## src/rtl/packet_assembler_fifo.sv

```systemverilog
// HDMI data-island packet assembler: FIFO-buffered packets serialised per 32-pixel slot with BCH ECC.
// Optional PACKET_ASM_STATS_EN adds saturating sent/null slot counters.
module packet_assembler_fifo #(
    parameter int unsigned DEPTH    = 4,
    parameter logic [7:0]  ECC_POLY = 8'h83
) (
    input  logic                     clk_pixel,
    input  logic                     reset,
    input  logic                     in_valid,
    output logic                     in_ready,
    input  logic [23:0]              in_header,
    input  logic [223:0]             in_sub,
    input  logic                     data_island_period,
    output logic [8:0]               packet_data,
    output logic [4:0]               counter,
    output logic                     packet_is_null,
    output logic                     abort,
    output logic [$clog2(DEPTH):0]   fill_level
`ifdef PACKET_ASM_STATS_EN
    ,
    output logic [15:0]              sent_count,
    output logic [15:0]              null_count
`endif
);

    localparam int unsigned AW = $clog2(DEPTH);
    localparam int unsigned CW = AW + 1;

    typedef struct packed {
        logic [223:0] sub;
        logic [23:0]  header;
    } pkt_t;

    pkt_t             mem [DEPTH];
    logic [AW-1:0]    wr_ptr;
    logic [AW-1:0]    rd_ptr;
    logic [CW-1:0]    count;
    logic [CW-1:0]    count_next;
    pkt_t             cur;
    logic             cur_valid;
    logic [7:0]       hdr_par;
    logic [3:0][7:0]  sub_par;
    logic [31:0]      hdr_blk;
    logic [3:0][63:0] sub_blk;
    logic             push;
    logic             pop;
    logic             slot_end;
    logic             drop;

    function automatic logic [7:0] bch_step(input logic [7:0] p, input logic b);
        return (p >> 1) ^ ((p[0] ^ b) ? ECC_POLY : 8'h00);
    endfunction

    assign push       = in_valid && in_ready;
    assign slot_end   = data_island_period && (counter == 5'd31);
    assign drop       = !data_island_period && (counter != 5'd0);
    // Outside the island an empty working register refills at once; inside only at slot end.
    assign pop        = (count != '0) && (data_island_period ? slot_end : !cur_valid);
    assign count_next = count + CW'(push) - CW'(pop);

    assign fill_level     = count;
    assign packet_is_null = !cur_valid;

    // FIFO storage
    always_ff @(posedge clk_pixel) begin
        if (push) begin
            mem[wr_ptr] <= pkt_t'({in_sub, in_header});
        end
    end

    // FIFO pointers, occupancy and registered ready
    always_ff @(posedge clk_pixel) begin
        if (reset) begin
            wr_ptr   <= '0;
            rd_ptr   <= '0;
            count    <= '0;
            in_ready <= 1'b1;
        end else begin
            if (push) begin
                wr_ptr <= wr_ptr + AW'(1);
            end
            if (pop) begin
                rd_ptr <= rd_ptr + AW'(1);
            end
            count    <= count_next;
            in_ready <= (count_next < CW'(DEPTH));
        end
    end

    // Working register; contents forced to zero whenever it holds no packet
    always_ff @(posedge clk_pixel) begin
        if (reset) begin
            cur       <= '0;
            cur_valid <= 1'b0;
        end else if (pop) begin
            cur       <= mem[rd_ptr];
            cur_valid <= 1'b1;
        end else if (slot_end || drop) begin
            cur       <= '0;
            cur_valid <= 1'b0;
        end
    end

    // Slot counter and abort pulse
    always_ff @(posedge clk_pixel) begin
        if (reset) begin
            counter <= '0;
            abort   <= 1'b0;
        end else begin
            counter <= data_island_period ? counter + 5'd1 : 5'd0;
            abort   <= drop;
        end
    end

    always_comb begin
        hdr_blk = {hdr_par, cur.header};
        sub_blk = '0;
        for (int i = 0; i < 4; i++) begin
            sub_blk[i] = {sub_par[i], cur.sub[56*i +: 56]};
        end
    end

    always_comb begin
        packet_data    = '0;
        packet_data[0] = hdr_blk[counter];
        for (int i = 0; i < 4; i++) begin
            packet_data[1+i] = sub_blk[i][{counter, 1'b0}];
            packet_data[5+i] = sub_blk[i][{counter, 1'b1}];
        end
    end

    // BCH parity accumulates over the data bits, then holds while it is shifted out
    always_ff @(posedge clk_pixel) begin
        if (reset || !data_island_period || counter == 5'd31) begin
            hdr_par <= '0;
            sub_par <= '0;
        end else begin
            if (counter < 5'd24) begin
                hdr_par <= bch_step(hdr_par, hdr_blk[counter]);
            end
            if (counter < 5'd28) begin
                for (int i = 0; i < 4; i++) begin
                    sub_par[i] <= bch_step(bch_step(sub_par[i], sub_blk[i][{counter, 1'b0}]),
                                           sub_blk[i][{counter, 1'b1}]);
                end
            end
        end
    end

`ifdef PACKET_ASM_STATS_EN
    // Completed-slot statistics; aborted slots never reach slot end
    always_ff @(posedge clk_pixel) begin
        if (reset) begin
            sent_count <= '0;
            null_count <= '0;
        end else if (slot_end) begin
            if (cur_valid && sent_count != 16'hFFFF) begin
                sent_count <= sent_count + 16'd1;
            end
            if (!cur_valid && null_count != 16'hFFFF) begin
                null_count <= null_count + 16'd1;
            end
        end
    end
`endif

endmodule

```

## config.mk

```make
export PLATFORM = sky130hd
export DESIGN_NAME = packet_assembler_fifo
export DESIGN_NICKNAME = d
export VERILOG_FILES = /design/src/rtl/packet_assembler_fifo.sv
export SDC_FILE = /design/constraint.sdc
export NUM_CORES = 1
export LEC_CHECK = 0
export CORE_UTILIZATION = 60
export DETAILED_ROUTE_END_ITERATION = 6
export PLACE_DENSITY = 0.91
export SLEW_MARGIN = 10
export SYNTH_ARGS = -nofsm -noshare
export SYNTH_HDL_FRONTEND = slang
export SYNTH_SLANG_ARGS = --single-unit
export TNS_END_PERCENT = 5
```

## constraint.sdc

```tcl
create_clock -name clk_pixel -period 12.95 [get_ports clk_pixel]
set_input_delay 1.295 -clock clk_pixel [delete_from_list [all_inputs] [get_ports clk_pixel]]
set_output_delay 1.295 -clock clk_pixel [all_outputs]
set_load 0.1 [all_outputs]
```

==> impl_metrics.tcl <==
set metrics [dict create \
    status "finished clean" \
    cp.arrival_ns 5.39 \
    place_area_um2 52900 \
    cts_setup_buffers 0 \
    clock_sink_count 1297 \
    max-slew-margin-rel_pct 2.91 \
    fp.coreArea_um2 81100 \
    maxCapViolCount 0 \
    ys.warnings.count 0 \
    buffer_ports.inserted 271 \
    grtUsageMet3_pct 6.47 \
    grt.met1_usage_pct 36.8 \
    power_per_cell_area_nw_per_um2 193 \
    post_route_cells_drive_above_1_share_pct 17.0 \
    critPathCaptureType "output port" \
    critical_path.startpoint_type "flop" \
    grt.met2_usage_pct 46.6 \
    pwr-share-clk_pct 32.6 \
    die_w_um 289 \
    largest_family_of_logic_cells_by_synthesized_area "multiplexers" \
    cp_slowest_cell "sky130_fd_sc_hd__clkdlybuf4s50_1" \
    peak_supply_drop_mv 0.162 \
    design_power_total_mw 11.0 \
    syn-instance-count 2879 \
    ant_nets 0 \
    power.static_leakage_nw 18.0 \
    crit_path_cell_trace "buf_4 -> buf_4 -> mux4_2 -> mux4_2 -> mux2i_4 -> inv_1 -> clkdlybuf4s50_1" \
    grt_first_pass_wirelength_mm 177 \
    areaGrowthSynthToFinish_pct 15.4 \
    via_count_of_the_first_global_routing_pass 28800 \
    simple_gate_portion_of_the_synthesized_area_pct 5.46 \
    clock_tree.root_cell "sky130_fd_sc_hd__clkbuf_16" \
    synthesis.area_per_instance_um2 17.2 \
    synth_compound_area_share_pct 3.74 \
    sequentialPowerShare_pct 47.8 \
    vias_per_cell 6.57 \
    synth_edf_count 992 \
    average_routed_wire_per_standard_cell_um 28.1 \
    grt.busiest_layer "met2" \
    worst-endpoint-required_ns 11.65 \
    path_class "flop to output port" \
    hold_class "flop to flop" \
    synth_ff_type "sky130_fd_sc_hd__edfxtp_1" \
    synth_nets 3141 \
    start_util_pct 61.0 \
    design.die.area_um2 83500 \
    cts_tree "built" \
    finalInstanceArea_um2 57000 \
    finalHoldViolCount 0 \
    net-switching-power_mw 3.04 \
    gr-total-overflow 0 \
    setup-tns-final_ns 0 \
    tot_gr_track_use_pct 28.6 \
    switching_share_of_total_power_pct 27.6 \
    route.final.wire_length_mm 121 \
    rsz0062_at_grt "no" \
    drt_first_pass_iters 6 \
    clock_insertion_delay_worst_skew_ns 0.71 \
    p_int_mw 7.97 \
    max_slew_violation_total_from_the_final_report 0 \
    p_comb_share_pct 19.5 \
    htreeDepth 3 \
    synthArstFlopShare_pct 0 \
    holdBufCountCts 0 \
    cts.reportedPaths.clkPinSlew_ns 0.06 \
    most_frequent_cells_in_the_layout "sky130_fd_sc_hd__edfxtp_1 (992), sky130_fd_sc_hd__dfxtp_1 (299), sky130_fd_sc_hd__nand2_1 (297)" \
    final-setup-viol-count 0 \
    finish.net_count 3360 \
    post_synth_mux_area_share_pct 15.1 \
    cts-resized-gates 0 \
    die_height_um 289 \
    post_synth_fa_ha_maj_area_fraction_pct 0.268 \
    synth_area_um2 49400 \
    fp-row-count 104 \
    boundaryPins 272 \
    achievable-frequency_mhz 150 \
    initial_antenna_violation_count 36 \
    clock_path_buffers 3 \
    half_perimeter_wire_length_of_the_detailed_placement_result_mm 66.4 \
    finalWorstPathRequiredPeriod_ns 6.68 \
    gp_congestion 0.807 \
    tritoncts.num_buffers 121 \
    crit_fanout 48 \
    n_fill_cell 4584 \
    critPathBufInv 4 \
    synth.lib_cells_used.distinct 39 \
    crit_path_max_incr_delay_ns 0.98 \
    grt_max_degree 250 \
    final_setup_skew_ns 0.0280 \
    path_delay_family "buffers and inverters" \
    first_iter_violations 3570 \
    final_common_cell "sky130_fd_sc_hd__edfxtp_1" \
    detail_route.drc_violations 0 \
    finalCritPeriodShare_pct 51.6 \
    vias 28200 \
    post_synth_xor_xnor_area_pct 0.714 \
    postSynthRegisterBits 1297 \
    worst_margin_pin_slew_ns 1.46 \
    synth-seq-area-share_pct 72.6 \
]
cell usage after synthesis (8+ instances only):
cell,count,area share (%)
sky130_fd_sc_hd__clkbuf_1,132,1.0
sky130_fd_sc_hd__mux4_2,296,13
sky130_fd_sc_hd__a211oi_1,13,0.20
sky130_fd_sc_hd__buf_6,8,0.18
sky130_fd_sc_hd__ha_1,9,0.23
sky130_fd_sc_hd__edfxtp_1,992,60
sky130_fd_sc_hd__a21oi_1,293,3.0
sky130_fd_sc_hd__mux2i_1,65,1.3
sky130_fd_sc_hd__a22oi_1,32,0.49
sky130_fd_sc_hd__nand2_1,297,2.3
sky130_fd_sc_hd__inv_1,15,0.11
sky130_fd_sc_hd__dfxtp_1,305,12
sky130_fd_sc_hd__xnor2_1,21,0.37
sky130_fd_sc_hd__buf_1,31,0.24
sky130_fd_sc_hd__nor2_1,26,0.20
sky130_fd_sc_hd__nand3_1,249,2.5
sky130_fd_sc_hd__xor2_1,9,0.16
sky130_fd_sc_hd__buf_2,30,0.30
state kept, by name, summed over array words and instances (netlist names), named ones only:
signal	cells
mem	992
cur	248
sub_blk	32
hdr_par	8
counter	5
fill_level	3
rd_ptr	2
wr_ptr	2
abort	1
cur_valid	1
in_ready	1
area by class of cell:
cell class,count,area [um^2],area share (%)
timing repair buffer,304,3020,5.29
clock inverter,63,659,1.16
sequential,1297,35900,63.0
inverter,16,67.6,0.118
tap,1060,1330,2.33
multi-input combinational,1358,12600,22.1
clock buffer,168,3390,5.94
antenna,30,75.1,0.132
layer usage:
metal / up-vias / routed length [um] / part of all wire, %
li1: 11700 / - / -
met1: 14300 / 42500 / 35
met2: 1833 / 60600 / 50
met3: 325 / 12300 / 10
met4: 18 / 5100 / 4.2
met5: - / 118 / 0.098
power by group through the flow:
stage | Sequential (mW) | Clock [mW] | Combinational [mW]
6_report | 5.26 | 3.59 | 2.15
5_1_grt | 5.30 | 3.77 | 2.29
4_1_cts | 5.26 | 3.62 | 2.15
3_5_place_dp | 5.32 | 0 | 2.11
3_3_place_gp | 5.28 | 0 | 2.06
2_1_floorplan | 5.31 | 0 | 1.54
through the flow:
step | instances | hold slack [ns] | utilization [%] | setup WS [ns]
3_5_place_dp | 4035 | 0.458 | 65.3 | 6.96
3_3_place_gp | 4035 | 0.450 | 65.3 | 7.01
4_1_cts | 4266 | 0.466 | 70.2 | 6.21
2_1_floorplan | 2879 | 0.442 | - | 5.31
6_report | 4296 | 0.468 | 70.3 | 6.27
5_1_grt | 4293 | 0.488 | 70.3 | 6.10
cell families (layout without fill, tap and decap cells):
group / after synthesis / after routing
XOR/XNOR: 34 / 34
buffers and inverters: 224 / 551
AO/OA/AOI/OAI: 346 / 346
AND/OR/NAND/NOR: 600 / 600
other: 0 / 30
flip-flops: 1297 / 1297
adder cells (fa/ha/maj): 10 / 10
multiplexers: 368 / 368
path summary, 6_finish.rpt:
check | startpoint | depth (start not counted) | slack (ns) | to
setup / recovery | counter[0]$_SDFF_PP0_ | 7 | 6.27 | packet_data[5]
hold / removal | cur[144]$_SDFFE_PP0P_ | 2 | 0.47 | cur[144]$_SDFFE_PP0P_
setup reg to reg | counter[0]$_SDFF_PP0_ | 14 | 6.86 | flop
hold reg to reg | cur[144]$_SDFFE_PP0P_ | 2 | 0.47 | cur[144]$_SDFFE_PP0P_
worst reg2reg max path, delay by kind of cell, from the launching register on:
kind	cells	cell delay [ns]
XOR/XNOR	1	0.15
AO/OA/AOI/OAI	2	0.32
AND/OR/NAND/NOR	4	0.51
adder cells (fa/ha/maj)	2	0.72
flip-flops	1	0.58
buffers and inverters	5	3.67
(Power assumes the default switching activity.)
